==> config.mk <==
export PLATFORM = sky130hd
export DESIGN_NAME = operand_stage
export DESIGN_NICKNAME = d
export VERILOG_FILES = /design/src/rtl/operand_stage.sv
export SDC_FILE = /design/constraint.sdc
export NUM_CORES = 1
export LEC_CHECK = 0
export CORE_MARGIN = 2
export CORE_UTILIZATION = 46
export CTS_CLUSTER_SIZE = 30
export DETAILED_ROUTE_END_ITERATION = 8
export PLACE_DENSITY_LB_ADDON = 0.08
export SLEW_MARGIN = 5
export SYNTH_ARGS = -nofsm -noshare
export SYNTH_HDL_FRONTEND = slang
export SYNTH_SLANG_ARGS = --single-unit
==> constraint.sdc <==
create_clock -name clk -period 2.2 [get_ports clk]
set_input_delay 0.44 -clock clk [delete_from_list [all_inputs] [get_ports clk]]
set_output_delay 0.44 -clock clk [all_outputs]
set_load 0.05 [all_outputs]
==> src/rtl/operand_stage.sv <==
// Operand stage: decodes the raw instruction, selects forwarded register operands and
// immediates, and registers them behind a valid/ready handshake with a load-use stall.
module operand_stage #(
    parameter int XLEN   = 32,
    parameter bit FWD_EN = 1'b1
) (
    input  logic            clk,
    input  logic            rst_n,
    input  logic            in_valid,
    output logic            in_ready,
    input  logic [31:0]     instr,
    input  logic [XLEN-1:0] pc,
    input  logic [XLEN-1:0] reg1_data,
    input  logic [XLEN-1:0] reg2_data,
    input  logic            exm_we,
    input  logic [4:0]      exm_rd,
    input  logic [XLEN-1:0] exm_data,
    input  logic            mwb_we,
    input  logic [4:0]      mwb_rd,
    input  logic [XLEN-1:0] mwb_data,
    input  logic            flush,
    input  logic            out_ready,
    output logic            out_valid,
    output logic [XLEN-1:0] operand1,
    output logic [XLEN-1:0] operand2,
    output logic [XLEN-1:0] s_data,
    output logic [4:0]      rd_out,
    output logic [6:0]      op_out,
    output logic [XLEN-1:0] pc_out,
    output logic            illegal
);
    // state      | meaning
    // RUN        | normal issue, capture whenever the handshake allows
    // LOAD_STALL | one bubble while the producing load moves ahead

    localparam logic [6:0] OP_R     = 7'b0110011;
    localparam logic [6:0] OP_B     = 7'b1100011;
    localparam logic [6:0] OP_IMM   = 7'b0010011;
    localparam logic [6:0] OP_LOAD  = 7'b0000011;
    localparam logic [6:0] OP_JALR  = 7'b1100111;
    localparam logic [6:0] OP_S     = 7'b0100011;
    localparam logic [6:0] OP_JAL   = 7'b1101111;
    localparam logic [6:0] OP_LUI   = 7'b0110111;
    localparam logic [6:0] OP_AUIPC = 7'b0010111;

    typedef enum logic {RUN, LOAD_STALL} state_t;
    state_t state, state_nxt;

    logic [6:0] op;
    logic [4:0] rs1, rs2;
    logic [XLEN-1:0] rs1v, rs2v;
    logic [XLEN-1:0] op1_nxt, op2_nxt, sd_nxt;
    logic [4:0] rd_nxt;
    logic ill_nxt, use1, use2, hazard, capture;
    logic signed [11:0] imm_i, imm_s;
    logic signed [20:0] imm_j;
    logic signed [31:0] imm_u;
    logic unused_ok;

    assign op    = instr[6:0];
    assign rs1   = instr[19:15];
    assign rs2   = instr[24:20];
    assign imm_i = instr[31:20];
    assign imm_s = {instr[31:25], instr[11:7]};
    assign imm_j = {instr[31], instr[19:12], instr[20], instr[30:21], 1'b0};
    assign imm_u = {instr[31:12], 12'b0};
    assign unused_ok = ^instr[14:12];

    // EX/MEM has priority over MEM/WB; x0 never forwards
    always_comb begin
        rs1v = reg1_data;
        if (rs1 == 5'd0) rs1v = '0;
        else if (FWD_EN && exm_we && exm_rd == rs1) rs1v = exm_data;
        else if (FWD_EN && mwb_we && mwb_rd == rs1) rs1v = mwb_data;
    end

    always_comb begin
        rs2v = reg2_data;
        if (rs2 == 5'd0) rs2v = '0;
        else if (FWD_EN && exm_we && exm_rd == rs2) rs2v = exm_data;
        else if (FWD_EN && mwb_we && mwb_rd == rs2) rs2v = mwb_data;
    end

    always_comb begin
        op1_nxt = '0;
        op2_nxt = '0;
        sd_nxt  = '0;
        rd_nxt  = '0;
        ill_nxt = 1'b0;
        use1    = 1'b0;
        use2    = 1'b0;
        case (op)
            OP_R: begin
                op1_nxt = rs1v; op2_nxt = rs2v; rd_nxt = instr[11:7];
                use1 = 1'b1; use2 = 1'b1;
            end
            OP_B: begin
                op1_nxt = rs1v; op2_nxt = rs2v;
                use1 = 1'b1; use2 = 1'b1;
            end
            OP_IMM, OP_LOAD: begin
                op1_nxt = rs1v; op2_nxt = XLEN'(imm_i); rd_nxt = instr[11:7];
                use1 = 1'b1;
            end
            OP_JALR: begin
                op1_nxt = rs1v; op2_nxt = XLEN'(imm_i); rd_nxt = instr[11:7];
                sd_nxt = pc + XLEN'(4);
                use1 = 1'b1;
            end
            OP_S: begin
                op1_nxt = rs1v; op2_nxt = XLEN'(imm_s); sd_nxt = rs2v;
                use1 = 1'b1; use2 = 1'b1;
            end
            OP_JAL: begin
                op1_nxt = pc; op2_nxt = XLEN'(4); sd_nxt = XLEN'(imm_j);
                rd_nxt = instr[11:7];
            end
            OP_LUI: begin
                op2_nxt = XLEN'(imm_u); rd_nxt = instr[11:7];
            end
            OP_AUIPC: begin
                op1_nxt = pc; op2_nxt = XLEN'(imm_u); rd_nxt = instr[11:7];
            end
            default: ill_nxt = 1'b1;
        endcase
    end

    // the issued load is leaving now, but its data is not yet forwardable
    assign hazard = in_valid && out_valid && out_ready && op_out == OP_LOAD
                    && rd_out != 5'd0
                    && ((use1 && rs1 == rd_out) || (use2 && rs2 == rd_out));

    always_ff @(posedge clk or negedge rst_n) begin
        if (!rst_n) state <= RUN;
        else        state <= state_nxt;
    end

    always_comb begin
        state_nxt = state;
        case (state)
            RUN:        if (!flush && hazard) state_nxt = LOAD_STALL;
            LOAD_STALL: state_nxt = RUN;
            default:    state_nxt = RUN;
        endcase
        if (flush) state_nxt = RUN;
    end

    always_comb begin
        in_ready = 1'b0;
        if (state == RUN) in_ready = (!out_valid || out_ready) && !hazard;
        capture = in_valid && in_ready && !flush;
    end

    always_ff @(posedge clk or negedge rst_n) begin
        if (!rst_n) begin
            out_valid <= 1'b0;
            operand1  <= '0;
            operand2  <= '0;
            s_data    <= '0;
            rd_out    <= '0;
            op_out    <= '0;
            pc_out    <= '0;
            illegal   <= 1'b0;
        end else if (flush) begin
            out_valid <= 1'b0;
        end else if (capture) begin
            out_valid <= 1'b1;
            operand1  <= op1_nxt;
            operand2  <= op2_nxt;
            s_data    <= sd_nxt;
            rd_out    <= rd_nxt;
            op_out    <= op;
            pc_out    <= pc;
            illegal   <= ill_nxt;
        end else if (out_ready) begin
            out_valid <= 1'b0;
        end
    end
endmodule

==> results of run 1 <==
## logic make-up after synthesis
group,count (synthesis)
AOI/OAI and AO/OA,409
xor gates and xnor gates,54
adders and majority gates,1
buffers and inverters,119
DFF,143
muxes,48
and+or+nand+nor,279
## routing by layer
layer / GRT usage, % / overflow
met1: 70.4 / 0
met5: 18.4 / 0
met4: 62.7 / 0
met2: 88.3 / 1
met3: 49.8 / 0
## through the flow
stage / setup WS (ns) / util [%] / TNS (ns) / cell area (sq um)
after floorplan: -0.122 / - / -3.93 / 9680
after global placement: -0.705 / 75.8 / -79.67 / 15300
after detailed placement: -0.772 / 75.8 / -86.29 / 15300
after CTS: -0.299 / 83.7 / -8.70 / 16900
## what timing repair did
action                                  CTS
hold buffers                              1
hold endpoints to repair                 42
endpoints found under the setup margin  138
pin swaps                                36
gates cloned                             12
setup buffers                            33
gates resized for setup                 145
==> reports/metrics.cfg, run 1 <==
[status]
outcome = did not finish
haltStage = global routing (5_1_grt)
error_line = [ERROR GRT-0232] Routing congestion too high. Check the congestion heatmap in the GUI.

[cts]
max-clock-path-buffers = 2
h-tree-depth = 4
cts_sinks = 143
root_buffer = clkbuf_16
cts_buffers = 17

[placement]
io_buffers = 351
place_inst = 1840
post-dp-hpwl_mm = 37.4
place_congestion = 1.04

[logic_synthesis]
synth.avg_cell_area_sq_um = 9.01
synthAdderAreaFrac_pct = 0.132
synth_area_leaders = dfrtp_1 (38%), a21oi_1 (6.4%), o21ai_0 (5.1%), o2bb2ai_1 (3.8%), nand3_1 (3.6%)
yosysTopAreaCellShare_pct = 37.7
synth.ff_latch_count = 143
yosys.area.top_type = dfrtp_1
async_flop_share_pct = 100
yosys.area_share.simple_pct = 15.9
synthCells = 1053
muxShareOfSynthArea_pct = 5.79
yosysSeqAreaShare_pct = 37.7
synth_xor_area_share_pct = 4.99
synth_top_family_by_area = compound AO/OA/AOI/OAI gates
synth.most_common_cell = dfrtp_1
synth-compound-area-share_pct = 29.1
synth_cell_types = 72
yosys_warnings = 0
synth_edf_count = 0
yosys_most_used_dff = dfrtp_1
syn_area_sq_um = 9490
synth_commonest_cells = dfrtp_1 (143), a21oi_1 (121), o21ai_0 (97)
syn_nets = 1263

[timing]
worstEndpointGrtRepair = in_ready
worstEpCategory = output port

[global_route]
gr-usage-all-layers_pct = 68.5
grt_max_degree = 48
overflow = 1

[die]
num_io_pins = 352
die_h_microns = 148
start_util_pct = 46.9
num_rows = 52
die_w_microns = 148

==> run 2: changes to the inputs <==
Settings changed: CORE_UTILIZATION 46 to 40, CTS_CLUSTER_SIZE 30 to unset, PLACE_DENSITY_LB_ADDON 0.08 to 0.15.
==> reports/metrics.cfg, run 2 <==
[die]
die_w_microns = 158
dieArea_sq_um = 25000
num_rows = 56
die_h_microns = 158
num_io_pins = 352
core_sq_um = 23400
start_util_pct = 40.5

[routing]
drtIter0Drc = 1706
dr.pass1.iters = 6
vias_per_cell = 6.45
wl_per_cell_microns = 28.3
ant_nets = 0
drc = 0
wl_mm = 55.3
routed-via-count = 12600

[logic_synthesis]
yosys_most_used_dff = dfrtp_1
yosysTopAreaCellShare_pct = 37.7
async_flop_share_pct = 100
synth_area_leaders = dfrtp_1 (38%), a21oi_1 (6.4%), o21ai_0 (5.1%), o2bb2ai_1 (3.8%), nand3_1 (3.6%)
synth_cell_types = 72
synth.ff_latch_count = 143
synth_commonest_cells = dfrtp_1 (143), a21oi_1 (121), o21ai_0 (97)
syn_nets = 1263
syn_area_sq_um = 9490
yosysSeqAreaShare_pct = 37.7
synth.most_common_cell = dfrtp_1
synth.avg_cell_area_sq_um = 9.01
synth_edf_count = 0
yosys.area.top_type = dfrtp_1
synthCells = 1053
yosys_warnings = 0

[pwr]
ir_drop_mv = 0.364
switching_share_pct = 39.0
intPower_mw = 5.98
switchingPower_mw = 3.82
p_comb_share_pct = 38.3
p_clk_share_pct = 30.1
seq_power_share_pct = 31.6
p_leak_nw = 7.14
powerDensity_nw_per_um2 = 544

[global_route]
grt_max_degree = 58
grt_pass1_vias = 12100
antenna_found_initial = 2
grt_pass1_wl_mm = 75.8
overflow = 0
gr-usage-all-layers_pct = 41.2

[cts]
clk_pin_slew_ns = 0.07
cts_buffers = 17
max-clock-path-buffers = 2
cts_sinks = 143
worstSkewPairLatency_ns = 0.44
h-tree-depth = 4
root_buffer = clkbuf_16
cts_tree = yes

[timing]
rsz0062_at_grt = true
finalCriticalPeriod_ns = 2.54
fin_worst_skew_ns = 0.0138
worstMarginPinSlew_ns = 0.566
hold_slack_ns = 0.420
tns_ns = -21.50
clock.fmax_ghz = 0.393
slew_headroom_pct = 62.2
final-setup-viol-count = 139
fin_ws_ns = -0.342
drv_slew = 0
fin_crit_sh_pct = 116
final-hold-violation-count = 0

[status]
outcome = finished, violations left
violations = setup timing

[placement]
io_buffers = 351
place_congestion = 1.02
post-dp-hpwl_mm = 37.3

[flow_run]
maxCapViolCount = 0

[finish]
final_common_cell = clkdlybuf4s50_1
fin_nets = 1830
multi_input_comb_area_sq_um = 6760
final_core_util_pct = 77.0
area_growth_pct = 89.9
ff_latch_area_sq_um = 3590
drive_above_1_share_pct = 36.2
mostFrequentLayoutCells = clkdlybuf4s50_1 (326), buf_4 (246), dfrtp_1 (135), o21ai_0 (80), nand3_1 (67)
nFillCells = 1567

[worst_setup_path]
crit_path_end_kind = output pin
path_max_fanout = 3
cp-start-kind = register
path_class = reg2out
arrival_ns = 2.10
rr_worst_depth = 11
cp.required_ns = 1.76

[hold_path]
min_path_type = in2reg
hold_depth = 2

run 2: what timing repair did:
item / CTS / global route
pin swaps: 10 / 54
buffers inserted: 19 / 8
endpoints found under the setup margin: 148 / 145
resized for setup: 144 / 165
gates cloned: 19 / 0
endpoints found under the hold margin: 40 / 0
hold buffers: 1 / 0
run 2: worst paths after layout:
kind	start	end	slack, ns
max in group asynchronous	rst_n	s_data[16]	1.03
worst min-delay path	instr[5]	op_out[5]	0.42
min in group asynchronous	rst_n	op_out[6]	0.49
worst max register to register	rd_out[2]	op_out[5]	-0.27
worst max-delay path	rd_out[2]	in_ready	-0.34
worst min register to register	s_data[22]	s_data[22]	0.51
run 2: cell type report:
type                    instances  area share [%]
well taps                     319            2.22
repair buffers                658            37.0
clock inverters                15           0.820
diodes                          1          0.0139
clock buffers                  17            2.36
inverters                       8           0.167
flip-flops and latches        143            19.9
multi-input cells             792            37.5
run 2: metal layers:
metal / vias to the layer above / part of all wire, % / track usage [%]
li1: 5216 / - / -
met1: 6047 / 36 / 52.1
met2: 1047 / 46 / 66.1
met3: 290 / 12 / 10.0
met4: 0 / 6.4 / 20.0
met5: - / 0 / 0
run 2: through the flow:
stage	total power, mW	instances	worst slack [ns]	area, sq um
detailed placement	6.43	1878	-0.818	15300
floorplan	4.75	1053	-0.122	9680
global placement	6.42	1878	-0.718	15300
CTS	9.53	1949	-0.374	17100
global route	10.0	1953	-0.385	18000
finish	9.80	1953	-0.342	18000
run 2: worst max-delay path: stages, from the launching register on:
cell,delay [ns]
dfrtp_2,0.44
buf_4,0.15
xnor2_1,0.15
nand3_1,0.15
nor3_4,0.26
o2111a_2,0.29
nor3b_4,0.06
buf_12,0.15
run 2: kinds of logic (layout without fill, tap and decap cells):
kind of cell | Yosys count | in the layout | share of synthesized area (%)
flip-flops | 143 | 143 | 37.7
XOR/XNOR | 54 | 54 | 4.99
multiplexers | 48 | 48 | 5.79
AO/OA/AOI/OAI | 409 | 409 | 29.1
AND/OR/NAND/NOR | 279 | 280 | 15.9
adder cells (fa/ha/maj) | 1 | 1 | 0.132
other | 0 | 1 | 0
buffers and inverters | 119 | 698 | 6.38
run 2: power groups by stage:
| stage | combinational, mW | sequential [mW] | clock, mW |
|---|---|---|---|
| floorplan | 0.785 | 3.96 | 0 |
| global placement | 3.32 | 3.10 | 0 |
| detailed placement | 3.34 | 3.09 | 0 |
| CTS | 3.55 | 3.07 | 2.91 |
| global route | 3.86 | 3.12 | 3.04 |
| finish | 3.75 | 3.10 | 2.95 |
No activity file was read; power rests on OpenSTA's default activity.
==> run 3: changes to the inputs <==
Settings changed: CORE_MARGIN 2 to 3, CTS_CLUSTER_DIAMETER set to 80, PLACE_DENSITY set to 0.73, PLACE_DENSITY_LB_ADDON 0.15 to unset.
==> reports/metrics.cfg, run 3 (synthesis gave the netlist of run 2 again) <==
[status]
outcome = finished, violations left
violations = setup timing

[routing]
wl_per_cell_microns = 31.8
dr.pass1.iters = 8
drc = 0
vias_per_cell = 6.77
ant_nets = 0
wl_mm = 62.0
routed-via-count = 13200
drtIter0Drc = 1985

[worst_setup_path]
path_max_fanout = 2
crit_path_end_kind = output pin
cpLargestDelayFamily = simple AND/OR/NAND/NOR gates
cp-start-kind = register
worstPathCellList = or4b_4 > nor4_4 > o2111a_2 > nor3b_4 > buf_12
rr_endpoint = pc_out[1]
path_buf_inv = 1
rrSetupSlack_ns = -0.35
arrival_ns = 2.24
setup.worst_path.end = in_ready
crit_cells = 5
slowest_stage = or4b_4
startpoint = op_out[6]
reg2reg_from = op_out[6]
rr_worst_depth = 8
path_class = reg2out
cp.required_ns = 1.76
max_stage_delay_ns = 0.58

[timing]
clock.fmax_ghz = 0.373
fin_crit_sh_pct = 122
final-hold-violation-count = 0
fin_worst_skew_ns = 0.0180
fin_ws_ns = -0.478
finalCriticalPeriod_ns = 2.68
drv_slew = 0
worstMarginPinSlew_ns = 0.646
final-setup-viol-count = 148
slew_headroom_pct = 56.7
rsz0062_at_grt = true

[placement]
place_inst = 1863
post-dp-hpwl_mm = 39.7
place_congestion = 0.983
io_buffers = 351
place_ws_ns = -0.897

[global_route]
grt_pass1_wl_mm = 81.8
grt_pass1_vias = 12700
overflow = 0
gr-usage-all-layers_pct = 42.2
antenna_found_initial = 4
grt_max_degree = 50

[cts]
cts_tree = yes
cts_buffers = 17
h-tree-depth = 4
worstSkewPairLatency_ns = 0.45
clk_pin_slew_ns = 0.09
max-clock-path-buffers = 2
cts_sinks = 143
root_buffer = clkbuf_16

[finish]
instances_no_fill = 1948
mostFrequentLayoutCells = clkdlybuf4s50_1 (319), buf_4 (228), dfrtp_1 (135), o21ai_0 (69), nand3_1 (68)
area_growth_pct = 91.9
final_common_cell = clkdlybuf4s50_1
fin_nets = 1830
nFillCells = 1465
drive_above_1_share_pct = 35.3

[flow_run]
maxCapViolCount = 0

[die]
num_io_pins = 352
die_w_microns = 160
dieArea_sq_um = 25600
num_rows = 55
start_util_pct = 41.3
core_sq_um = 23000
die_h_microns = 160

[pwr]
p_leak_nw = 7.24
ir_drop_mv = 0.418
p_total_mw = 10.2
powerDensity_nw_per_um2 = 561

[hold_path]
min_path_type = in2async

-- run 3: cell count changes in the layout (fill, tap and decap cells not counted), moves of 11 or more --
cell / change
a21oi_1: -18
a311oi_1: +13
a311oi_2: -13
buf_4: -18
o21ai_0: -11
o21ai_1: +18
-- run 3: cell type report --
cell class / instances / area [sq um] / area share, %
clock inverters: 14 / 168 / 0.921
repair buffers: 659 / 6910 / 38.0
inverters: 8 / 30.0 / 0.165
flip-flops and latches: 143 / 3590 / 19.7
multi-input cells: 791 / 6670 / 36.6
well taps: 313 / 392 / 2.15
clock buffers: 18 / 439 / 2.41
diodes: 2 / 5.00 / 0.0275
-- run 3: per-layer routing --
metal  wire length, microns  GRT usage, %  vias up
li1                       -             -     5218
met1                  21100          51.5     6296
met2                  27700          68.6     1273
met3                   8000          12.0      392
met4                   5180          20.8        4
met5                     31             0        -
-- run 3: power by group --
group          switching, mW  leakage (nW)  total [mW]  internal (mW)
sequential             0.253          1.82        3.13           2.88
combinational           2.25          5.13        3.92           1.67
clock                   1.50         0.296        3.16           1.66
total                   4.00          7.24        10.2           6.21
-- run 3: what timing repair did --
action	in CTS	in global routing
buffers inserted	27	4
endpoints found under the setup margin	148	144
pin swaps	22	31
endpoints found under the hold margin	23	0
gates cloned	15	11
hold buffers	1	0
gates resized for setup	188	140
-- run 3: worst reg2reg max path: cells and delay by family (launching register included) --
kind / cells / cell delay, ns
flops: 1 / 0.41
mux: 1 / 0.30
simple gates: 3 / 1.03
compound gates: 1 / 0.13
buf+inv: 3 / 0.55
-- run 3: metrics by stage --
step	utilization, %	area (sq um)	hold slack, ns	setup TNS (ns)
floorplan	-	9680	0.144	-3.93
global placement	66.3	15200	0.327	-104.08
detailed placement	66.3	15200	0.333	-116.76
CTS	74.3	17100	0.451	-21.20
global route	79.2	18200	0.453	-44.52
finish	79.2	18200	0.434	-36.50
-- run 3: how the worst min path moves through the flow --
stage,start,endpoint,slack [ns],depth (start not counted)
after global routing,rst_n,op_out[6],0.45,2
final,rst_n,op_out[6],0.43,2
after floorplan,rst_n,illegal,0.14,0
after CTS,rst_n,op_out[6],0.45,2
after detailed placement,rst_n,op_out[6],0.33,1
after global placement,rst_n,out_valid,0.33,1
